## src/rtl/mac_tap_seq.sv

```systemverilog
// Sequences TAPS pixel/weight pairs through an external registered multiplier-adder and emits one window sum.
// Define MAC_OUT_SAT_EN to clamp out_data to all ones (with out_sat) when the sum exceeds OUT_W bits.
module mac_tap_seq #(
    parameter int DATA_W = 8,
    parameter int ACC_W  = 24,
    parameter int OUT_W  = 16,
    parameter int TAPS   = 9
) (
    input  logic              clock,
    input  logic              aclr,
    input  logic              in_valid,
    output logic              in_ready,
    input  logic [DATA_W-1:0] in_pixel,
    input  logic [DATA_W-1:0] in_weight,
    output logic [DATA_W-1:0] mult_dataa,
    output logic [DATA_W-1:0] mult_datab,
    output logic [ACC_W-1:0]  mult_sumin,
    output logic              mult_clken,
    output logic              mult_aclr,
    input  logic [ACC_W-1:0]  mult_result,
    output logic              out_valid,
    input  logic              out_ready,
    output logic [OUT_W-1:0]  out_data,
    output logic              out_sat
);

    localparam int CNT_W = $clog2(TAPS);
    localparam logic [CNT_W-1:0] LAST = CNT_W'(TAPS - 1);

    typedef enum logic {ACCUM, DRAIN} state_t;

    state_t           state;
    logic [CNT_W-1:0] cnt;
    logic             accept;

`ifdef MAC_OUT_SAT_EN
    localparam logic [ACC_W-1:0] OUT_MAX = ACC_W'((64'd1 << OUT_W) - 64'd1);

    logic out_sat_q;

    function automatic logic [OUT_W:0] sat_out(input logic [ACC_W-1:0] v);
        if (v > OUT_MAX)
            return {1'b1, {OUT_W{1'b1}}};
        return {1'b0, v[OUT_W-1:0]};
    endfunction

    assign out_sat = out_sat_q;
`else
    assign out_sat = 1'b0;
`endif

    assign in_ready   = (state == ACCUM);
    assign accept     = in_valid && in_ready;
    assign mult_dataa = in_pixel;
    assign mult_datab = in_weight;
    // First tap starts the chain from zero; later taps add onto the held partial sum.
    assign mult_sumin = (cnt == '0) ? '0 : mult_result;
    // Multiplier only advances on an accepted pair, so bubbles and stalls keep its sum intact.
    assign mult_clken = accept || aclr;
    assign mult_aclr  = aclr;

    always_ff @(posedge clock) begin
        if (aclr) begin
            state     <= ACCUM;
            cnt       <= '0;
            out_valid <= 1'b0;
            out_data  <= '0;
`ifdef MAC_OUT_SAT_EN
            out_sat_q <= 1'b0;
`endif
        end else begin
            if (out_valid && out_ready)
                out_valid <= 1'b0;
            case (state)
                ACCUM: begin
                    if (accept) begin
                        if (cnt == LAST) begin
                            cnt   <= '0;
                            state <= DRAIN;
                        end else begin
                            cnt <= cnt + CNT_W'(1);
                        end
                    end
                end
                DRAIN: begin
                    // Reload only when the output slot is free or being emptied this cycle.
                    if (!out_valid || out_ready) begin
`ifdef MAC_OUT_SAT_EN
                        {out_sat_q, out_data} <= sat_out(mult_result);
`else
                        out_data <= mult_result[OUT_W-1:0];
`endif
                        out_valid <= 1'b1;
                        state     <= ACCUM;
                    end
                end
                default: state <= ACCUM;
            endcase
        end
    end

endmodule

```

## config.mk

```make
export PLATFORM = sky130hd
export DESIGN_NAME = mac_tap_seq
export DESIGN_NICKNAME = d
export VERILOG_FILES = /design/src/rtl/mac_tap_seq.sv
export SDC_FILE = /design/constraint.sdc
export NUM_CORES = 1
export LEC_CHECK = 0
export ABC_CLOCK_PERIOD_IN_PS = 3900
export BUFFER_PORTS_ARGS = -buffer_cell sky130_fd_sc_hd__clkbuf_2
export CORE_MARGIN = 1.5
export CORE_UTILIZATION = 33
export DETAILED_ROUTE_END_ITERATION = 10
export GPL_TIMING_DRIVEN = 0
export PLACE_DENSITY = 0.71
export SKIP_CTS_REPAIR_TIMING = 1
export SYNTH_ARGS = -nofsm -noshare
export SYNTH_HDL_FRONTEND = slang
export SYNTH_SLANG_ARGS = --single-unit
export TNS_END_PERCENT = 5
```

## constraint.sdc

```tcl
create_clock -name clock -period 3.9 [get_ports clock]
set_input_delay 0.78 -clock clock [delete_from_list [all_inputs] [get_ports clock]]
set_output_delay 0.78 -clock clock [all_outputs]
set_load 0.03 [all_outputs]
```

==> impl_metrics.json, run 1 <==
{
  "ant_nets": 0,
  "reg2reg_from": "cnt[0]",
  "clk_path_buf_depth": 2,
  "min_period_over_period_pct": 65.1,
  "route.detailed.drc": 0,
  "rsz0062_at_grt": "false",
  "routed-wl-met3_um": 209,
  "critPathLaunch": "cnt[0]",
  "min-delay-start": "out_data[8]",
  "drt-wirelength-per-cell_um": 11.2,
  "grt_pass1_vias": 1169,
  "firstDrtPassIters": 4,
  "synth_cell_types": 26,
  "arrival_ps": 1760,
  "synth-edff-count": 0,
  "place_congestion": 0.728,
  "final_cell_count_no_fill": 290,
  "avgSynthCellArea_um2": 7.97,
  "core_area_um2": 3440,
  "antenna_found_initial": 0,
  "postLayoutSetupSlackWorst_ps": 1360,
  "cts-root-buf": "clkbuf_8",
  "dp.cells": 286,
  "io_pins": 105,
  "via_count": 1339,
  "ys_seq_area_share_pct": 36.1,
  "maxSlewViolCount": 0,
  "path_max_fanout": 10,
  "via_per_inst": 4.62,
  "die-area_um2": 4070,
  "hpwl_um": 2520,
  "place_worst_setup_slack_ps": 1630,
  "grt_overflow": 0,
  "tritoncts": "done",
  "grt_pass1_wl_um": 5150,
  "floorplan.initialDensity_pct": 35.4,
  "routed.top_layer": "met4",
  "clk_pin_slew_ps": 70,
  "max-vdd-ir-drop_mv": 0.133,
  "finalClockSkew_ps": 0.818,
  "netlist_instances": 153,
  "htree_levels": 1,
  "hold_viol": 0,
  "status": "finished clean",
  "area_growth_pct": 45.0,
  "max_stage_delay_ps": 350,
  "ys_async_sr_fraction_pct": 0,
  "die_x_um": 63.8,
  "die_h_um": 63.8,
  "clock_sinks": 22,
  "ys_ff_latch": 22,
  "grt.total_usage_pct": 15.9,
  "fp-row-count": 21,
  "max-cap-violations": 0,
  "endpoint_kind": "primary output",
  "holdWs_ps": 478,
  "synthTopCellsByArea": "dfxtp_1 36%, nor2b_1 13%, buf_4 12%",
  "fmax_mhz": 394,
  "grt_max_degree": 13,
  "wl_met1_um": 1380,
  "synth_top_area_share_pct": 36.1,
  "crit_path_start_kind": "register",
  "tns_ps": 0,
  "worstPathRequired_ps": 3120,
  "holdCritPathClass": "reg -> reg",
  "cpMaxStageDelayCell": "dfxtp_1",
  "setup_viol": 0,
  "netlist_area_um2": 1220,
  "yosys_warnings": 0,
  "clock_latency_ps": 260,
  "syn-num-nets": 199,
  "path_class": "reg -> out",
  "cp_cell_sequence": "inv_1 > ha_1 > nand2b_1 > nor2_2 > buf_2 > nor2b_1 > clkbuf_2",
  "pwr_density_cell_nw_per_um2": 312,
  "drt_iter0_drc": 46,
  "antenna_cells": 0,
  "dominantRegCellSynth": "dfxtp_1",
  "cts_buffers": 3,
  "layout-drive-gt1-share_pct": 50.0,
  "final_nets": 291,
  "io_buffers": 87,
  "finalWirelength_um": 3250,
  "wl_met2_um": 1650,
  "power_leakage_nw": 0.865,
  "fin_crit_ps": 2540,
  "yosys.area.top_type": "dfxtp_1"
}
[sequential cells by signal, summed over array words and instances, names as in the netlist]
| register | cells |
|---|---|
| state | 1 |
| cnt | 4 |
| out_data | 16 |
| out_valid | 1 |
[worst paths after layout]
| kind | to | slack, ps | cells after the start |
|---|---|---|---|
| max | mult_sumin[8] | 1360 | 7 |
| min | out_data[8] | 480 | 2 |
| max reg2reg | cnt[0] | 2570 | 5 |
| min reg2reg | out_data[8] | 480 | 2 |
[logic make-up (layout without fill, tap and decap cells)]
| kind of cell | after synthesis | after routing | share of synthesized area [%] |
|---|---|---|---|
| mux | 2 | 2 | 1.64 |
| fa+ha+maj | 2 | 2 | 2.05 |
| other cells | 1 | 1 | 0.308 |
| buf+inv | 31 | 122 | 16.3 |
| compound gates | 38 | 38 | 16.1 |
| simple gates | 57 | 57 | 27.4 |
| flops | 22 | 22 | 36.1 |
[placed cells by master (no fill, tap or decap), types with 3 or more instances in the layout]
cell type and n:
a21oi_1 20, buf_2 5, buf_4 20, clkbuf_2 88, clkbuf_8 4, dfxtp_1 22, nand2_1 3, nand3_1 18
nor2b_1 25, o21ai_0 16
[power by group]
group / internal, mW / switching, mW / leakage (nW)
combinational: 0.0563 / 0.106 / 0.659
sequential: 0.226 / 0.00192 / 0.177
clock: 0.0899 / 0.0707 / 0.0288
[metal layers]
metal	vias to the layer above	track usage [%]
li1	680	-
met1	603	19.3
met2	52	28.6
met3	4	3.52
met4	0	3.26
met5	-	0
[through the flow]
step                utilization [%]  power [mW]  cell area [um2]
CTS                            51.3       0.556             1770
global route                   51.3       0.577             1770
detailed placement             49.7       0.397             1710
finish                         51.3       0.551             1770
floorplan                         -       0.345             1220
global placement               49.7       0.395             1710
[cell usage after synthesis, types with 2 or more instances]
cell type and count:
a21oi_1 20, ha_1 2, inv_1 2, o21ai_0 16, buf_2 5, dfxtp_1 22, mux2i_1 2, nand2b_1 2
nor2_1 2, clkbuf_1 2, buf_4 20, nor2b_1 25, nand2_1 3, nand3_1 18
[layout make-up]
type	instances	area, um2
multi-input combinational	100	579
inverter	3	11.3
buffer	28	188
clock buffer	4	55.1
sequential	22	440
fill	366	1680
timing repair buffer	87	435
tap	46	57.6
[worst max-delay path: cells and delay by family (launching register included)]
| family | cells | cell delay [ps] |
|---|---|---|
| adders and majority gates | 1 | 180 |
| DFF | 1 | 350 |
| and+or+nand+nor | 3 | 410 |
| buffers and inverters | 3 | 560 |
Power figures use the tool's default switching activity.
==> run 2: changes to the inputs <==
ABC_CLOCK_PERIOD_IN_PS = 2050   (was 3900)
PLACE_DENSITY = 0.74   (was 0.71)
clock period = 2.05 ns   (was 3.9 ns; I/O delays follow)
==> run 2 against run 1 <==
Worst setup slack lost 1400 ps; combinational power increased by 110%; utilization grew 1.7 points; global-route usage decreased by 0.37 points; cell count increased by 0.69%; total power rose by 87%; worst hold slack lost 92 ps; clock skew grew 4.6 ps; die area unchanged; largest cell class unchanged.
==> impl_metrics.json, run 2 (same netlist as run 1, synthesis figures left out) <==
{
  "grt_overflow": 0,
  "max-vdd-ir-drop_mv": 0.377,
  "holdCritPathClass": "in -> reg",
  "final_common_cell": "clkbuf_2",
  "cpMaxStageDelayCell": "dfxtp_2",
  "endpoint_kind": "primary output",
  "gr-usage-met1_pct": 16.9,
  "finalWirelength_um": 3260,
  "setup_viol": 0,
  "finalClockSkew_ps": 5.44,
  "place_congestion": 0.840,
  "die-area_um2": 4070,
  "cts_buffers": 3,
  "grt.total_usage_pct": 15.5,
  "drt-wirelength-per-cell_um": 11.2,
  "fmax_mhz": 490,
  "via_count": 1341,
  "via_per_inst": 4.59,
  "post-route-util_pct": 53.1,
  "route.detailed.drc": 0,
  "htree_levels": 1,
  "grt_pass1_vias": 1168,
  "ant_nets": 0,
  "hpwl_um": 2500,
  "path_max_fanout": 10,
  "floorplan.initialDensity_pct": 35.4,
  "io_buffers": 87,
  "clock_latency_ps": 260,
  "final_cell_area_um2": 1830,
  "area_growth_pct": 49.9,
  "rsz0062_at_grt": "true",
  "clk_pin_slew_ps": 70,
  "netSwitchingFraction_pct": 32.3,
  "switchingPower_mw": 0.333,
  "tritoncts": "done",
  "grt_use_met2_pct": 30.7,
  "die_h_um": 63.8,
  "mostFrequentLayoutCells": "66 x clkbuf_2, 33 x buf_4, 24 x nor2b_1",
  "path_class": "reg -> out",
  "p_int_mw": 0.697,
  "largest_reg_flops": 16,
  "arrival_ps": 1630,
  "io_pins": 105,
  "top_regs": "out_data (16), cnt (4)",
  "dpl-instance-area_um2": 1710,
  "core_area_um2": 3440,
  "final_nets": 294,
  "cts-root-buf": "clkbuf_8",
  "pwr_density_cell_nw_per_um2": 564,
  "die_x_um": 63.8,
  "max-cap-violations": 0,
  "busiest_layer": "met2",
  "status": "finished clean",
  "comb_power_share_pct": 33.0,
  "min_period_over_period_pct": 99.5,
  "fp-row-count": 21,
  "antenna_cells": 0,
  "clockPowerShare_pct": 24.7,
  "largest_register": "out_data",
  "maxSlewViolCount": 0,
  "clock_sinks": 22,
  "clk_path_buf_depth": 2,
  "grt_use_met3_pct": 3.35,
  "antenna_found_initial": 0,
  "crit_path_start_kind": "register",
  "max_stage_delay_ps": 370,
  "grt_pass1_wl_um": 5090,
  "hold_viol": 0,
  "worstPathRequired_ps": 1640,
  "fin_crit_ps": 2040,
  "firstDrtPassIters": 4,
  "grt_max_degree": 12,
  "layout-drive-gt1-share_pct": 51.6,
  "power_leakage_nw": 0.893,
  "drt_iter0_drc": 35,
  "cp_cell_sequence": "inv_1 > ha_1 > nand2b_1 > nor2_4 > buf_4 > nor2b_1 > clkbuf_4",
  "p_seq_share_pct": 42.2
}
[run 2: stage by stage]
step	std cells	setup slack, ps	TNS [ps]	hold slack, ps	total power [mW]
floorplan	153	245	0	478	0.657
global placement	286	144	0	462	0.752
detailed placement	286	124	0	466	0.756
CTS	289	-166	-2940	388	1.01
global route	292	-115	-593	392	1.08
finish	292	9.88	0	386	1.03
[run 2: path summary, 6_finish.rpt]
check,from,slack (ps),endpoint,cells after the start
hold / removal,aclr,390,out_data[8],2
setup / recovery,cnt[0],10,mult_sumin[19],7
setup reg to reg,cnt[0],740,cnt[3],7
hold reg to reg,out_data[13],470,out_data[13],2
[run 2: worst max-delay path, delay by kind of cell, from the launching register on]
family / cells / cell delay, ps
buffers and inverters: 3 / 430
AND/OR/NAND/NOR: 3 / 350
flip-flops: 1 / 370
adder cells (fa/ha/maj): 1 / 230
[run 2: layout make-up]
type	instances	area, um2
buffer	28	196
clock buffer	3	41.3
fill	337	1620
inverter	3	11.3
multi-input combinational	100	587
sequential	22	443
tap	46	57.6
timing repair buffer	90	490
[run 2: power by group through the flow]
stage	Combinational, mW	Sequential [mW]	Clock, mW
4_1_cts	0.312	0.434	0.266
6_report	0.340	0.435	0.255
2_1_floorplan	0.214	0.443	0
5_1_grt	0.362	0.435	0.285
3_3_place_gp	0.308	0.444	0
3_5_place_dp	0.312	0.444	0
[run 2: per-layer routing]
layer,vias up,wire length [um]
li1,683,-
met4,0,16
met3,2,201
met5,-,0
met1,600,1330
met2,56,1710
==> run 3: changes to the inputs <==
CTS_BUF_LIST = sky130_fd_sc_hd__clkbuf_2   (was unset)
TNS_END_PERCENT = unset   (was 5)
==> run 3 against run 2 <==
Sequential share of layout area is 1.1 points lower; worst setup slack better by 36 ps; maximum frequency is 1.8% higher; clock-buffer cell count unchanged; sequential power is essentially flat; clock power decreased by 38%; die area did not move.
==> impl_metrics.json, run 3 (same netlist as run 1, synthesis figures left out) <==
{
  "status": "finished clean",
  "rsz0062_at_grt": "true",
  "core_area_um2": 3440,
  "ant_nets": 0,
  "floorplan.initialDensity_pct": 35.4,
  "cts_buffers": 3,
  "layout-drive-gt1-share_pct": 56.2,
  "post-route-util_pct": 55.9,
  "die-area_um2": 4070,
  "cp_cell_sequence": "inv_2 > ha_4 > nand2b_4 > nor2_4 > buf_6 > nor2b_1 > buf_4",
  "holdCritPathClass": "in -> reg",
  "drt_iter0_drc": 50,
  "fmax_mhz": 499,
  "htree_levels": 1,
  "final_cell_area_um2": 1920,
  "dpl-instance-area_um2": 1710,
  "grt_pass1_wl_um": 5110,
  "crit_family": "flip-flops",
  "finalWirelength_um": 3510,
  "drt-wirelength-per-cell_um": 11.8,
  "netSwitchingFraction_pct": 34.8,
  "area_growth_pct": 57.9,
  "setup_viol": 0,
  "place_worst_setup_slack_ps": 124,
  "max-vdd-ir-drop_mv": 0.309,
  "place_congestion": 0.840,
  "final_common_cell": "clkbuf_2",
  "critPathBufInv": 3,
  "clk_pin_slew_ps": 190,
  "mostFrequentLayoutCells": "67 x clkbuf_2, 45 x buf_4, 20 x a21oi_1, 20 x dfxtp_1, 19 x nor2b_1",
  "min-delay-start": "aclr",
  "holdWs_ps": 309,
  "antenna_cells": 0,
  "die_x_um": 63.8,
  "largest_reg_flops": 16,
  "comb_power_share_pct": 40.1,
  "min_period_over_period_pct": 97.8,
  "switchingPower_mw": 0.345,
  "maxSlewViolCount": 0,
  "reg2reg_from": "cnt[0]",
  "firstDrtPassIters": 4,
  "tritoncts": "done",
  "clk_path_buf_depth": 2,
  "hpwl_um": 2500,
  "via_per_inst": 4.71,
  "grt.total_usage_pct": 15.6,
  "postLayoutSetupSlackWorst_ps": 45.7,
  "largest_register": "out_data",
  "critPathLaunch": "cnt[0]",
  "arrival_ps": 1590,
  "max-cap-violations": 0,
  "power_leakage_nw": 0.928,
  "dp.cells": 286,
  "fin_crit_ps": 2000,
  "cts-root-buf": "clkbuf_2",
  "worstPathRequired_ps": 1640,
  "pwr_density_cell_nw_per_um2": 516,
  "top_regs": "out_data (16), cnt (4)",
  "io_buffers": 87,
  "hold_viol": 0,
  "clockPowerShare_pct": 16.0,
  "max_stage_delay_ps": 400,
  "endpoint_kind": "primary output",
  "grt_max_degree": 12,
  "io_pins": 105,
  "via_count": 1400,
  "grt_overflow": 0,
  "clock_sinks": 22,
  "finalClockSkew_ps": 8.37,
  "p_int_mw": 0.647,
  "p_total_mw": 0.992,
  "route.detailed.drc": 0,
  "path_class": "reg -> out",
  "antenna_found_initial": 0,
  "clock_latency_ps": 310,
  "fp-row-count": 21,
  "grt_pass1_vias": 1169,
  "final_cell_count_no_fill": 297,
  "path_max_fanout": 6,
  "cpMaxStageDelayCell": "dfxtp_4",
  "final_nets": 299,
  "tns_ps": 0,
  "die_h_um": 63.8,
  "p_seq_share_pct": 43.9,
  "crit_path_start_kind": "register"
}
## run 3: changes by cell type in the layout (fill, tap and decap cells not counted), sizes merged
cell,before,now
buf,46,57
clkbuf,75,69
## run 3: final cells by class
class	instances	area (um2)
inverter	3	11.3
sequential	22	445
fill	329	1520
tap	46	57.6
buffer	28	200
clock buffer	3	15.0
multi-input combinational	100	619
timing repair buffer	95	576
## run 3: worst paths after layout
path / end / slack [ps] / cells past startpoint
worst max-delay path: mult_sumin[9] / 50 / 7
worst min-delay path: out_data[8] / 310 / 2
worst max register to register: cnt[0] / 670 / 6
worst min register to register: out_data[13] / 490 / 2
## run 3: power by group through the flow
| stage | sequential, mW | combinational (mW) | clock (mW) |
|---|---|---|---|
| 2_1_floorplan | 0.443 | 0.214 | 0 |
| 3_3_place_gp | 0.444 | 0.308 | 0 |
| 3_5_place_dp | 0.444 | 0.312 | 0 |
| 4_1_cts | 0.435 | 0.312 | 0.171 |
| 5_1_grt | 0.436 | 0.420 | 0.189 |
| 6_report | 0.435 | 0.398 | 0.159 |
## run 3: layer usage
metal  part of all wire [%]  global-route usage, %  routed length (um)
met5                      0                      0                   0
met4                   0.40                   3.26                  14
met3                    6.6                   3.35                 233
met2                     53                   30.7                1840
met1                     40                   16.9                1420
## run 3: worst register-to-register path, delay by kind of cell (launching register included)
| family | cells | cell delay, ps |
|---|---|---|
| buffers and inverters | 2 | 180 |
| adders and majority gates | 1 | 160 |
| DFF | 1 | 410 |
| AOI/OAI and AO/OA | 2 | 440 |
| and+or+nand+nor | 1 | 130 |
